==> src/rtl/reg_bank_pkg.sv <==
`default_nettype none
// +----------------------------------------------------------------------------+
// | Package     : reg_bank_pkg                                                 |
// | Description : Shared address-map constants, access-type enum and address   |
// |               helper functions for the reg_bank_irq register block.        |
// |               The interrupt registers sit directly below STATUS_BASE, so   |
// |               their addresses are given as offsets below that base.        |
// | Revision    : 1.0 - initial release                                        |
// +----------------------------------------------------------------------------+
package reg_bank_pkg;

    // Decoded class of the address presented with a request.
    typedef enum logic [2:0] {
        ACC_CFG      = 3'd0,
        ACC_IRQ_MASK = 3'd1,
        ACC_IRQ_PEND = 3'd2,
        ACC_STATUS   = 3'd3,
        ACC_UNMAPPED = 3'd4
    } acc_type_e;

    // Distance of the interrupt registers below STATUS_BASE.
    localparam int unsigned c_IRQ_MASK_BELOW = 2;
    localparam int unsigned c_IRQ_PEND_BELOW = 1;

    // Status registers start at the midpoint of the address space.
    function automatic int unsigned status_base(input int unsigned addr_w);
        return 32'd1 << (addr_w - 1);
    endfunction

    function automatic int unsigned irq_mask_addr(input int unsigned addr_w);
        return status_base(addr_w) - c_IRQ_MASK_BELOW;
    endfunction

    function automatic int unsigned irq_pend_addr(input int unsigned addr_w);
        return status_base(addr_w) - c_IRQ_PEND_BELOW;
    endfunction

endpackage
`default_nettype wire

==> src/rtl/reg_bank_irq_ctrl.sv <==
`default_nettype none
// +----------------------------------------------------------------------------+
// | Module      : reg_bank_irq_ctrl                                            |
// | Description : Status change detection, pending capture, interrupt mask and |
// |               registered interrupt output.                                 |
// | Ports       : clk, rst          - clock, async active-high reset           |
// |               i_ro_regs         - packed status inputs                     |
// |               i_mask_we         - load i_mask_wdata into the mask          |
// |               i_mask_wdata      - new mask value                           |
// |               i_pend_clr        - write-1-to-clear pending bits            |
// |               o_mask, o_pend    - current mask / pending vectors           |
// |               o_irq             - OR(pending & mask), registered           |
// | Revision    : 1.0 - initial release                                        |
// +----------------------------------------------------------------------------+
module reg_bank_irq_ctrl
    import reg_bank_pkg::*;
#(
    parameter int REG_W      = 8,
    parameter int NUM_STATUS = 8
) (
    input  logic                        clk,
    input  logic                        rst,
    input  logic [NUM_STATUS*REG_W-1:0] i_ro_regs,
    input  logic                        i_mask_we,
    input  logic [NUM_STATUS-1:0]       i_mask_wdata,
    input  logic [NUM_STATUS-1:0]       i_pend_clr,
    output logic [NUM_STATUS-1:0]       o_mask,
    output logic [NUM_STATUS-1:0]       o_pend,
    output logic                        o_irq
);

    logic [NUM_STATUS*REG_W-1:0] r_copy;
    logic                        r_armed;
    logic [NUM_STATUS-1:0]       w_change;
    logic [NUM_STATUS-1:0]       r_pend;
    logic [NUM_STATUS-1:0]       r_mask;
    logic                        r_irq;

    // A status register raises its event when any bit differs from last
    // cycle's copy. r_armed is low for the first cycle after reset so the
    // copy is loaded without generating spurious events.
    for (genvar k = 0; k < NUM_STATUS; k++) begin : g_change
        assign w_change[k] = r_armed &&
                             (i_ro_regs[k*REG_W +: REG_W] != r_copy[k*REG_W +: REG_W]);
    end

    always_ff @(posedge clk or posedge rst) begin
        if (rst) begin
            r_copy  <= '0;
            r_armed <= 1'b0;
            r_pend  <= '0;
            r_mask  <= '0;
            r_irq   <= 1'b0;
        end else begin
            r_copy  <= i_ro_regs;
            r_armed <= 1'b1;
            // Set has priority over a simultaneous clear of the same bit.
            r_pend  <= (r_pend & ~i_pend_clr) | w_change;
            if (i_mask_we) begin
                r_mask <= i_mask_wdata;
            end
            r_irq   <= |(r_pend & r_mask);
        end
    end

    assign o_mask = r_mask;
    assign o_pend = r_pend;
    assign o_irq  = r_irq;

endmodule
`default_nettype wire

==> src/rtl/reg_bank_irq.sv <==
`default_nettype none
// +----------------------------------------------------------------------------+
// | Module      : reg_bank_irq                                                 |
// | Description : Register bank with NUM_CFG read/write config registers,      |
// |               NUM_STATUS read-only status registers and an optional        |
// |               change-detect interrupt (IRQ_MASK / IRQ_PEND W1C).           |
// |               Every accepted request completes with a one-cycle ack        |
// |               carrying rdata and err.                                      |
// | Macro       : REG_BANK_IRQ_EN - builds the interrupt logic; without it the |
// |               IRQ registers are unmapped and irq is tied low.              |
// | Ports       : clk, rst  - clock, async active-high reset                   |
// |               ena       - block enable, requests dropped while low         |
// |               req, wr_rdn, addr, wdata - access request                    |
// |               ack, rdata, err          - completion (one cycle later)      |
// |               rw_regs   - packed config registers                          |
// |               ro_regs   - packed status inputs                             |
// |               irq       - interrupt output                                 |
// | Revision    : 1.0 - initial release                                        |
// +----------------------------------------------------------------------------+
module reg_bank_irq
    import reg_bank_pkg::*;
#(
    parameter int                       REG_W      = 8,
    parameter int                       ADDR_W     = 8,
    parameter int                       NUM_CFG    = 8,
    parameter int                       NUM_STATUS = 8,
    parameter logic [NUM_CFG*REG_W-1:0] CFG_RST    = '0
) (
    input  logic                        clk,
    input  logic                        rst,
    input  logic                        ena,
    input  logic                        req,
    input  logic                        wr_rdn,
    input  logic [ADDR_W-1:0]           addr,
    input  logic [REG_W-1:0]            wdata,
    output logic                        ack,
    output logic [REG_W-1:0]            rdata,
    output logic                        err,
    output logic [NUM_CFG*REG_W-1:0]    rw_regs,
    input  logic [NUM_STATUS*REG_W-1:0] ro_regs,
    output logic                        irq
);

    localparam int unsigned c_STATUS_BASE = status_base(ADDR_W);

    logic [NUM_CFG*REG_W-1:0] r_cfg;
    logic                     r_ack;
    logic [REG_W-1:0]         r_rdata;
    logic                     r_err;

    logic                     w_accept;
    logic [NUM_CFG-1:0]       w_cfg_hit;
    logic [NUM_STATUS-1:0]    w_sts_hit;
    acc_type_e                w_acc;
    logic [REG_W-1:0]         w_cfg_rd;
    logic [REG_W-1:0]         w_sts_rd;
    logic [REG_W-1:0]         w_rdata_nxt;
    logic                     w_err_nxt;
    logic                     w_cfg_we;

    assign w_accept = req & ena;

    // ------------------------------------------------------------------
    // Address decode
    // ------------------------------------------------------------------
    for (genvar k = 0; k < NUM_CFG; k++) begin : g_cfg_hit
        assign w_cfg_hit[k] = (addr == ADDR_W'(k));
    end

    for (genvar k = 0; k < NUM_STATUS; k++) begin : g_sts_hit
        assign w_sts_hit[k] = (addr == ADDR_W'(c_STATUS_BASE + k));
    end

`ifdef REG_BANK_IRQ_EN
    localparam logic [ADDR_W-1:0] c_MASK_ADDR = ADDR_W'(irq_mask_addr(ADDR_W));
    localparam logic [ADDR_W-1:0] c_PEND_ADDR = ADDR_W'(irq_pend_addr(ADDR_W));
`endif

    always_comb begin
        w_acc = ACC_UNMAPPED;
        if (|w_cfg_hit) begin
            w_acc = ACC_CFG;
        end else if (|w_sts_hit) begin
            w_acc = ACC_STATUS;
        end
`ifdef REG_BANK_IRQ_EN
        else if (addr == c_MASK_ADDR) begin
            w_acc = ACC_IRQ_MASK;
        end else if (addr == c_PEND_ADDR) begin
            w_acc = ACC_IRQ_PEND;
        end
`endif
    end

    // ------------------------------------------------------------------
    // Interrupt controller
    // ------------------------------------------------------------------
`ifdef REG_BANK_IRQ_EN
    logic                  w_mask_we;
    logic [NUM_STATUS-1:0] w_pend_clr;
    logic [NUM_STATUS-1:0] w_mask;
    logic [NUM_STATUS-1:0] w_pend;
    logic                  w_irq;

    assign w_mask_we  = w_accept & wr_rdn & (w_acc == ACC_IRQ_MASK);
    assign w_pend_clr = (w_accept & wr_rdn & (w_acc == ACC_IRQ_PEND)) ?
                        wdata[NUM_STATUS-1:0] : '0;

    reg_bank_irq_ctrl #(
        .REG_W      (REG_W),
        .NUM_STATUS (NUM_STATUS)
    ) u_irq_ctrl (
        .clk          (clk),
        .rst          (rst),
        .i_ro_regs    (ro_regs),
        .i_mask_we    (w_mask_we),
        .i_mask_wdata (wdata[NUM_STATUS-1:0]),
        .i_pend_clr   (w_pend_clr),
        .o_mask       (w_mask),
        .o_pend       (w_pend),
        .o_irq        (w_irq)
    );

    assign irq = w_irq;
`else
    assign irq = 1'b0;
`endif

    // ------------------------------------------------------------------
    // Read data selection (one-hot hit vectors, OR-combined)
    // ------------------------------------------------------------------
    always_comb begin
        w_cfg_rd = '0;
        for (int k = 0; k < NUM_CFG; k++) begin
            if (w_cfg_hit[k]) begin
                w_cfg_rd = w_cfg_rd | r_cfg[k*REG_W +: REG_W];
            end
        end
    end

    // Status reads return the input as sampled on the request cycle.
    always_comb begin
        w_sts_rd = '0;
        for (int k = 0; k < NUM_STATUS; k++) begin
            if (w_sts_hit[k]) begin
                w_sts_rd = w_sts_rd | ro_regs[k*REG_W +: REG_W];
            end
        end
    end

    // Writes complete with rdata = 0; errored accesses change no state.
    always_comb begin
        w_rdata_nxt = '0;
        w_err_nxt   = 1'b0;
        case (w_acc)
            ACC_CFG: begin
                if (!wr_rdn) begin
                    w_rdata_nxt = w_cfg_rd;
                end
            end
            ACC_STATUS: begin
                if (wr_rdn) begin
                    w_err_nxt = 1'b1;
                end else begin
                    w_rdata_nxt = w_sts_rd;
                end
            end
`ifdef REG_BANK_IRQ_EN
            ACC_IRQ_MASK: begin
                if (!wr_rdn) begin
                    w_rdata_nxt = REG_W'(w_mask);
                end
            end
            ACC_IRQ_PEND: begin
                if (!wr_rdn) begin
                    w_rdata_nxt = REG_W'(w_pend);
                end
            end
`endif
            default: begin
                w_err_nxt = 1'b1;
            end
        endcase
    end

    // ------------------------------------------------------------------
    // Config registers
    // ------------------------------------------------------------------
    assign w_cfg_we = w_accept & wr_rdn & (w_acc == ACC_CFG);

    always_ff @(posedge clk or posedge rst) begin
        if (rst) begin
            r_cfg <= CFG_RST;
        end else if (w_cfg_we) begin
            for (int k = 0; k < NUM_CFG; k++) begin
                if (w_cfg_hit[k]) begin
                    r_cfg[k*REG_W +: REG_W] <= wdata;
                end
            end
        end
    end

    // ------------------------------------------------------------------
    // Completion: reset drops any accepted-but-unacknowledged request.
    // ------------------------------------------------------------------
    always_ff @(posedge clk or posedge rst) begin
        if (rst) begin
            r_ack   <= 1'b0;
            r_rdata <= '0;
            r_err   <= 1'b0;
        end else begin
            r_ack   <= w_accept;
            r_rdata <= w_accept ? w_rdata_nxt : '0;
            r_err   <= w_accept & w_err_nxt;
        end
    end

    assign ack     = r_ack;
    assign rdata   = r_rdata;
    assign err     = r_err;
    assign rw_regs = r_cfg;

endmodule
`default_nettype wire

==> config.mk <==
export PLATFORM = sky130hd
export DESIGN_NAME = reg_bank_irq
export DESIGN_NICKNAME = d
export VERILOG_FILES = /design/src/rtl/reg_bank_pkg.sv /design/src/rtl/reg_bank_irq_ctrl.sv /design/src/rtl/reg_bank_irq.sv
export SDC_FILE = /design/constraint.sdc
export NUM_CORES = 1
export LEC_CHECK = 0
export ABC_CLOCK_PERIOD_IN_PS = 3060
export BUFFER_PORTS_ARGS = -buffer_cell sky130_fd_sc_hd__buf_2
export CORE_ASPECT_RATIO = 0.75
export CORE_MARGIN = 5
export CORE_UTILIZATION = 35
export CTS_BUF_LIST = sky130_fd_sc_hd__clkbuf_16
export DETAILED_ROUTE_END_ITERATION = 6
export HOLD_SLACK_MARGIN = 0.02
export PLACE_DENSITY = 0.62
export SYNTH_ARGS = -nofsm -noshare
export SYNTH_HDL_FRONTEND = slang
export SYNTH_SLANG_ARGS = --single-unit
==> constraint.sdc <==
create_clock -name clk -period 3.06 [get_ports clk]
set_input_delay 0.918 -clock clk [delete_from_list [all_inputs] [get_ports clk]]
set_output_delay 0.918 -clock clk [all_outputs]
set_load 0.005 [all_outputs]
-- Word level (Yosys, flattened, before mapping)
Index checks and enable logic that the tools add are counted.
W data, S select, Z words.
- multiplexer cells: 24
- shifts and indexed selects: 0
- multipliers: 0
- div/mod/pow operators: 0
- bitwise gates (word level): 18
- equal/unequal tests: 16
- order comparisons: 0
- reductions and logical operators: 12
- add/sub/neg operators: 0
- operators by type and width (operator ; count):
    $mux W8 ; 19
    $or A8 B8 Y8 ; 14
    $eq A8 B8 Y1 const B ; 8
    $eq A8 B3 Y1 const B ; 4
    $eq A8 B2 Y1 const B ; 2
    $pmux W8 S2 ; 1
    $reduce_and A2 Y1 ; 8
    $reduce_or A8 Y1 ; 2
    $eq A8 B1 Y1 const B ; 1
    $logic_not A8 Y1 ; 1
    $mux W3 ; 2
    $and A1 B1 Y1 ; 4
    $eq A3 B2 Y1 const B ; 1
    $logic_not A3 Y1 ; 1
    $pmux W1 S2 ; 1
    $mux W1 ; 1
- flip-flop bits (word level): 74
- bits in writable memories: 0
- bits in read-only memories: 0
- memories kept: 0
- input port bits: 85
- output and inout port bits: 75
- bits in latches: 0

-- Logic depth before layout (Yosys ltp)
- depth in word-level cells: 19
- depth in mapped cells: 6
- mapped depth without buffers: 4

-- Worst setup path before layout
Ideal clock, no wire load.
- path kind: input -> register
- start point: input port addr[2]
- end point: register r_cfg[48] (netlist: rw_regs[48])
- required time: 2.935 ns
- buffers on the path: 2
- stages: 6
- arrival time: 2.154 ns
- path slack: 0.781 ns
- setup time: 0.125 ns
- cells stage by stage: buf_2 inv_2 nor3b_2 and4_1 buf_2 mux2_2
- word-level cells in the longest chain between the ends: 7
- ends and longest elaborated chain (what ; line ; source):
    from (decl) ; reg_bank_irq.sv:34 ; input logic [ADDR_W-1:0] addr,
    $eq A8 B8 Y1 ; reg_bank_irq.sv:71 ; assign w_sts_hit[k] = (addr == ADDR_W'(c_STATUS_BASE + k));
    $reduce_or A8 Y1 ; reg_bank_irq.sv:83 ; end else if (|w_sts_hit) begin
    $mux W3 ; reg_bank_irq.sv:83 ;
    $mux W3 ; reg_bank_irq.sv:81 ; if (|w_cfg_hit) begin
    $logic_not A3 Y1 ; reg_bank_irq.sv:189 ; assign w_cfg_we = w_accept & wr_rdn & (w_acc == ACC_CFG);
    $and A1 B1 Y1 ; reg_bank_irq.sv:189 ;
    $reduce_and A2 Y1 (no source line) * ; - ;
    to (signal, indexed assignment) ; reg_bank_irq.sv:197 ; r_cfg[k*REG_W +: REG_W] <= wdata;
    to (decl) ; reg_bank_irq.sv:46 ; logic [NUM_CFG*REG_W-1:0] r_cfg;
Mark *: on every way between the ends. The rest lies on a longest branch, timed or not.
A chain may end at the register's enable or synchronous reset.

-- Worst setup path after layout
- start point: input port addr[5]
- end point: register r_cfg[20] (netlist: rw_regs[20])
Same word-level chain as after synthesis.

==> Flow_metrics.wiki <==
{| class="wikitable"
! Metric !! Value
|-
| Result of the run || complete, no violations
|-
| Class of the most critical hold timing path || flop to flop
|-
| Min-Delay Path Depth || 1
|-
| Commonest cells after routing, fill and taps aside || sky130_fd_sc_hd__buf_2 (158), sky130_fd_sc_hd__dfrtp_1 (74), sky130_fd_sc_hd__mux2_2 (67)
|-
| Post-CTS setup-driven buffer insertion count || 0
|-
| Number of warning messages in the yosys log || 0
|-
| Maximum fanout along the worst path || 8
|-
| P_sw || about 0.54 mW
|-
| WL met2 || between 5000 and 6000 um
|-
| Final Net Count || between 400 and 500
|-
| Upper clock frequency limit || around 430 MHz
|-
| WHS || 0.524 ns
|-
| Slew Viols, Final || 0
|-
| Final Power || 2.37 mW
|-
| Number of cells traversed by the worst register-to-register path || 4
|-
| Final Cycle Share || roughly three quarters
|-
| ANT nets after route || 0
|-
| Chip Height || 100 um
|-
| Initial cell density of the core || 36.4%
|-
| Most common cell after layout, fill and taps aside || sky130_fd_sc_hd__buf_2
|-
| DRC violations left || 0
|-
| Critical path class || input port to flop
|-
| Number of antenna violations at the first check in global routing || 0
|-
| Gate count after technology mapping || around 250
|-
| Vias in the first global route || between 3k and 4k
|-
| Nature of the critical path endpoint || flop
|-
| Top-Level Pins || 160
|-
| Routed wire length on met3 || 1330 um
|-
| MaxCap Viol Count || 0
|-
| Clock Root Buffer || sky130_fd_sc_hd__clkbuf_16
|-
| Total setup violations reported at the end of the flow || 0
|-
| Layout Skew || 0.00353 ns
|-
| Insertion delay to the later sink of the worst-skew pair || around 0.33 ns
|-
| Source of the worst register-to-register timing path || rw_regs[63]$_DFFE_PP0P_
|-
| Number of enable-type register cells in the synthesized netlist || 0
|-
| Post-route insts no fill || 551
|-
| Max H-tree Level || 3
|-
| Final weighted congestion in routability-driven placement || approximately 0.8
|-
| Chip Width || ~130 um
|-
| Slowest stage delay, CP || about 0.55 ns
|-
| Number of antenna repair diodes || 0
|-
| Cell Chain, Critical Path || buf_2, nor4_2, and2_1, and4_1, mux2_2
|-
| Clock tree from TritonCTS || yes
|-
| Vias post-DR || ~2.9k
|-
| First-pass GRT wire length || between 15000 and 20000 um
|-
| Hold-fix buffers at CTS || 0
|-
| Slowest stage cell on the critical path || sky130_fd_sc_hd__and4_1
|-
| Number of cells on the critical path || 5
|-
| Worst Setup Start Kind || input port
|-
| Unrepaired setup endpoints after global routing || no
|-
| Setup TNS after final layout || 0 ns
|-
| Area enclosed by the die boundary || about 13000 sq um
|-
| Post-cts repair resize count || 0
|-
| Yosys cell types || 33
|-
| Number of design-rule violations left by the first detailed-router iteration || 147
|-
| Switching fraction of total power || 22.7%
|-
| Crit path buffers/inverters || 1
|-
| Data arrival time of the critical path || about 2.5 ns
|-
| Core area || 10400 sq um
|-
| Fillers || 947
|-
| Reported leakage power || between 2 and 3 nW
|-
| Synth Register Bits || 74
|-
| Internal power || around 1.8 mW
|-
| Leading register cell type out of synthesis || sky130_fd_sc_hd__dfrtp_1
|-
| Share of synthesized area occupied by flip-flops and latches || 48.9%
|-
| Routed wire per std cell || about 21 um
|-
| Post-Syn Nets || 330
|-
| Number of port buffers || 158
|-
| Final hold violation count || 0
|-
| GRT Residual Overflow || 0
|-
| Worst vdd ir || 0.000297 V
|-
| First element of the critical path || addr[5]
|-
| Uppermost layer routed || met4
|-
| Area of the mapped netlist || 3790 sq um
|-
| M1 WL || approximately 5000 um
|-
| Clock slew seen by the registers of the worst setup and hold paths || approximately 0.06 ns
|-
| Post-synth ARST share || between 90% and 100%
|-
| Half-perimeter wire length after placement || roughly 9000 um
|-
| Syn_area_per_cell || around 15 sq um
|-
| Origin of the worst min-delay path || rw_regs[53]$_DFFE_PP0P_
|-
| Signed area change from the synthesized netlist to the final layout || 34.8%
|-
| Total Routing Usage GR || between 10% and 20%
|-
| Largest delay contributor family on the critical path || simple AND/OR/NAND/NOR gates
|-
| Combinational Power Share || between 10% and 20%
|-
| Relative slew slack || between 50% and 60%
|-
| Cell Rows || 32
|-
| TritonCTS Sinks || 74
|-
| Tightest Pin Transition || approximately 0.64 ns
|-
| Post-placement cell count || 535
|-
| Share of post-route cells with drive strength above 1 || 69.6%
|-
| CP required || 3.28 ns
|-
| Relative contribution of sequential cells to total power || between 40% and 50%
|-
| Final Routed Wirelength || about 12000 um
|-
| Pin count of the biggest net entering global routing || 29
|-
| Deepest clock path buffer count || 2
|-
| Final critical-path required period || 2.31 ns
|-
| Proportion of power drawn by the clock network || 47.4%
|-
| Number of iterations in the first detailed-routing pass || 4
|-
| Via count normalized by instance count || ~5.3
|-
| Pwr dens || 463 nW/um^2
|-
| Cts bufs inserted || 9
|}
cells in the mapped netlist (3+ instances only):
cell type / n / share of area [%]
sky130_fd_sc_hd__mux4_2: 28 / 17
sky130_fd_sc_hd__dfrtp_1: 74 / 49
sky130_fd_sc_hd__mux2_2: 67 / 20
sky130_fd_sc_hd__o22ai_1: 9 / 1.5
sky130_fd_sc_hd__mux2i_1: 15 / 4.0
sky130_fd_sc_hd__buf_2: 8 / 1.1
sky130_fd_sc_hd__buf_4: 3 / 0.59
sky130_fd_sc_hd__nand2_1: 5 / 0.50
state kept, by name, indices dropped and copies added (netlist names):
register,count
rw_regs,64
ack,1
rdata,8
err,1
metal layers:
layer	vias up	track usage (%)
li1	1287	-
met1	1462	24.0
met2	163	28.7
met3	13	6.54
met4	0	3.75
met5	-	0
kinds of logic (layout without fill, tap and decap cells):
family	after synthesis	after routing	synth area share [%]
mux	110	110	40.5
simple gates	23	23	4.43
flops	74	74	48.9
buf+inv	20	190	2.74
other cells	1	1	0.0990
compound gates	17	17	3.30
final cells by class:
cell class	count	area, sq um	share of cell area [%]
Inverter	4	15.0	0.294
Sequential cell	74	1850	36.3
Tap cell	136	170	3.33
Multi-Input combinational cell	151	1830	35.9
Timing Repair Buffer	170	918	18.0
Clock inverter	7	93.8	1.84
Clock buffer	9	225	4.41
power by group through the flow:
stage / clock (mW) / sequential (mW) / combinational (mW)
2_1_floorplan: 0 / 1.02 / 0.127
3_3_place_gp: 0 / 1.02 / 0.240
3_5_place_dp: 0 / 1.02 / 0.245
4_1_cts: 1.15 / 1.00 / 0.246
5_1_grt: 1.19 / 1.00 / 0.266
6_report: 1.12 / 1.00 / 0.242
metrics by stage:
step                utilization [%]  setup slack (ns)  area, sq um
finish                         49.1             0.753         5110
global route                   49.1             0.591         5110
CTS                            49.1             0.732         5110
detailed placement             46.0             0.378         4790
global placement               46.0             0.402         4790
floorplan                         -             0.260         3790
path summary, 6_finish.rpt:
check	end	slack [ns]
max	rw_regs[20]$_DFFE_PP0P_	0.75
max reg2reg	rdata[7]$_DFF_PP0_	1.59
max in group asynchronous	rw_regs[30]$_DFFE_PP0P_	1.83
min in group asynchronous	rw_regs[12]$_DFFE_PP0P_	0.65
min	rw_regs[53]$_DFFE_PP0P_	0.52
min reg2reg	rw_regs[53]$_DFFE_PP0P_	0.52
Note: power is estimated with default switching activity, not from simulation.
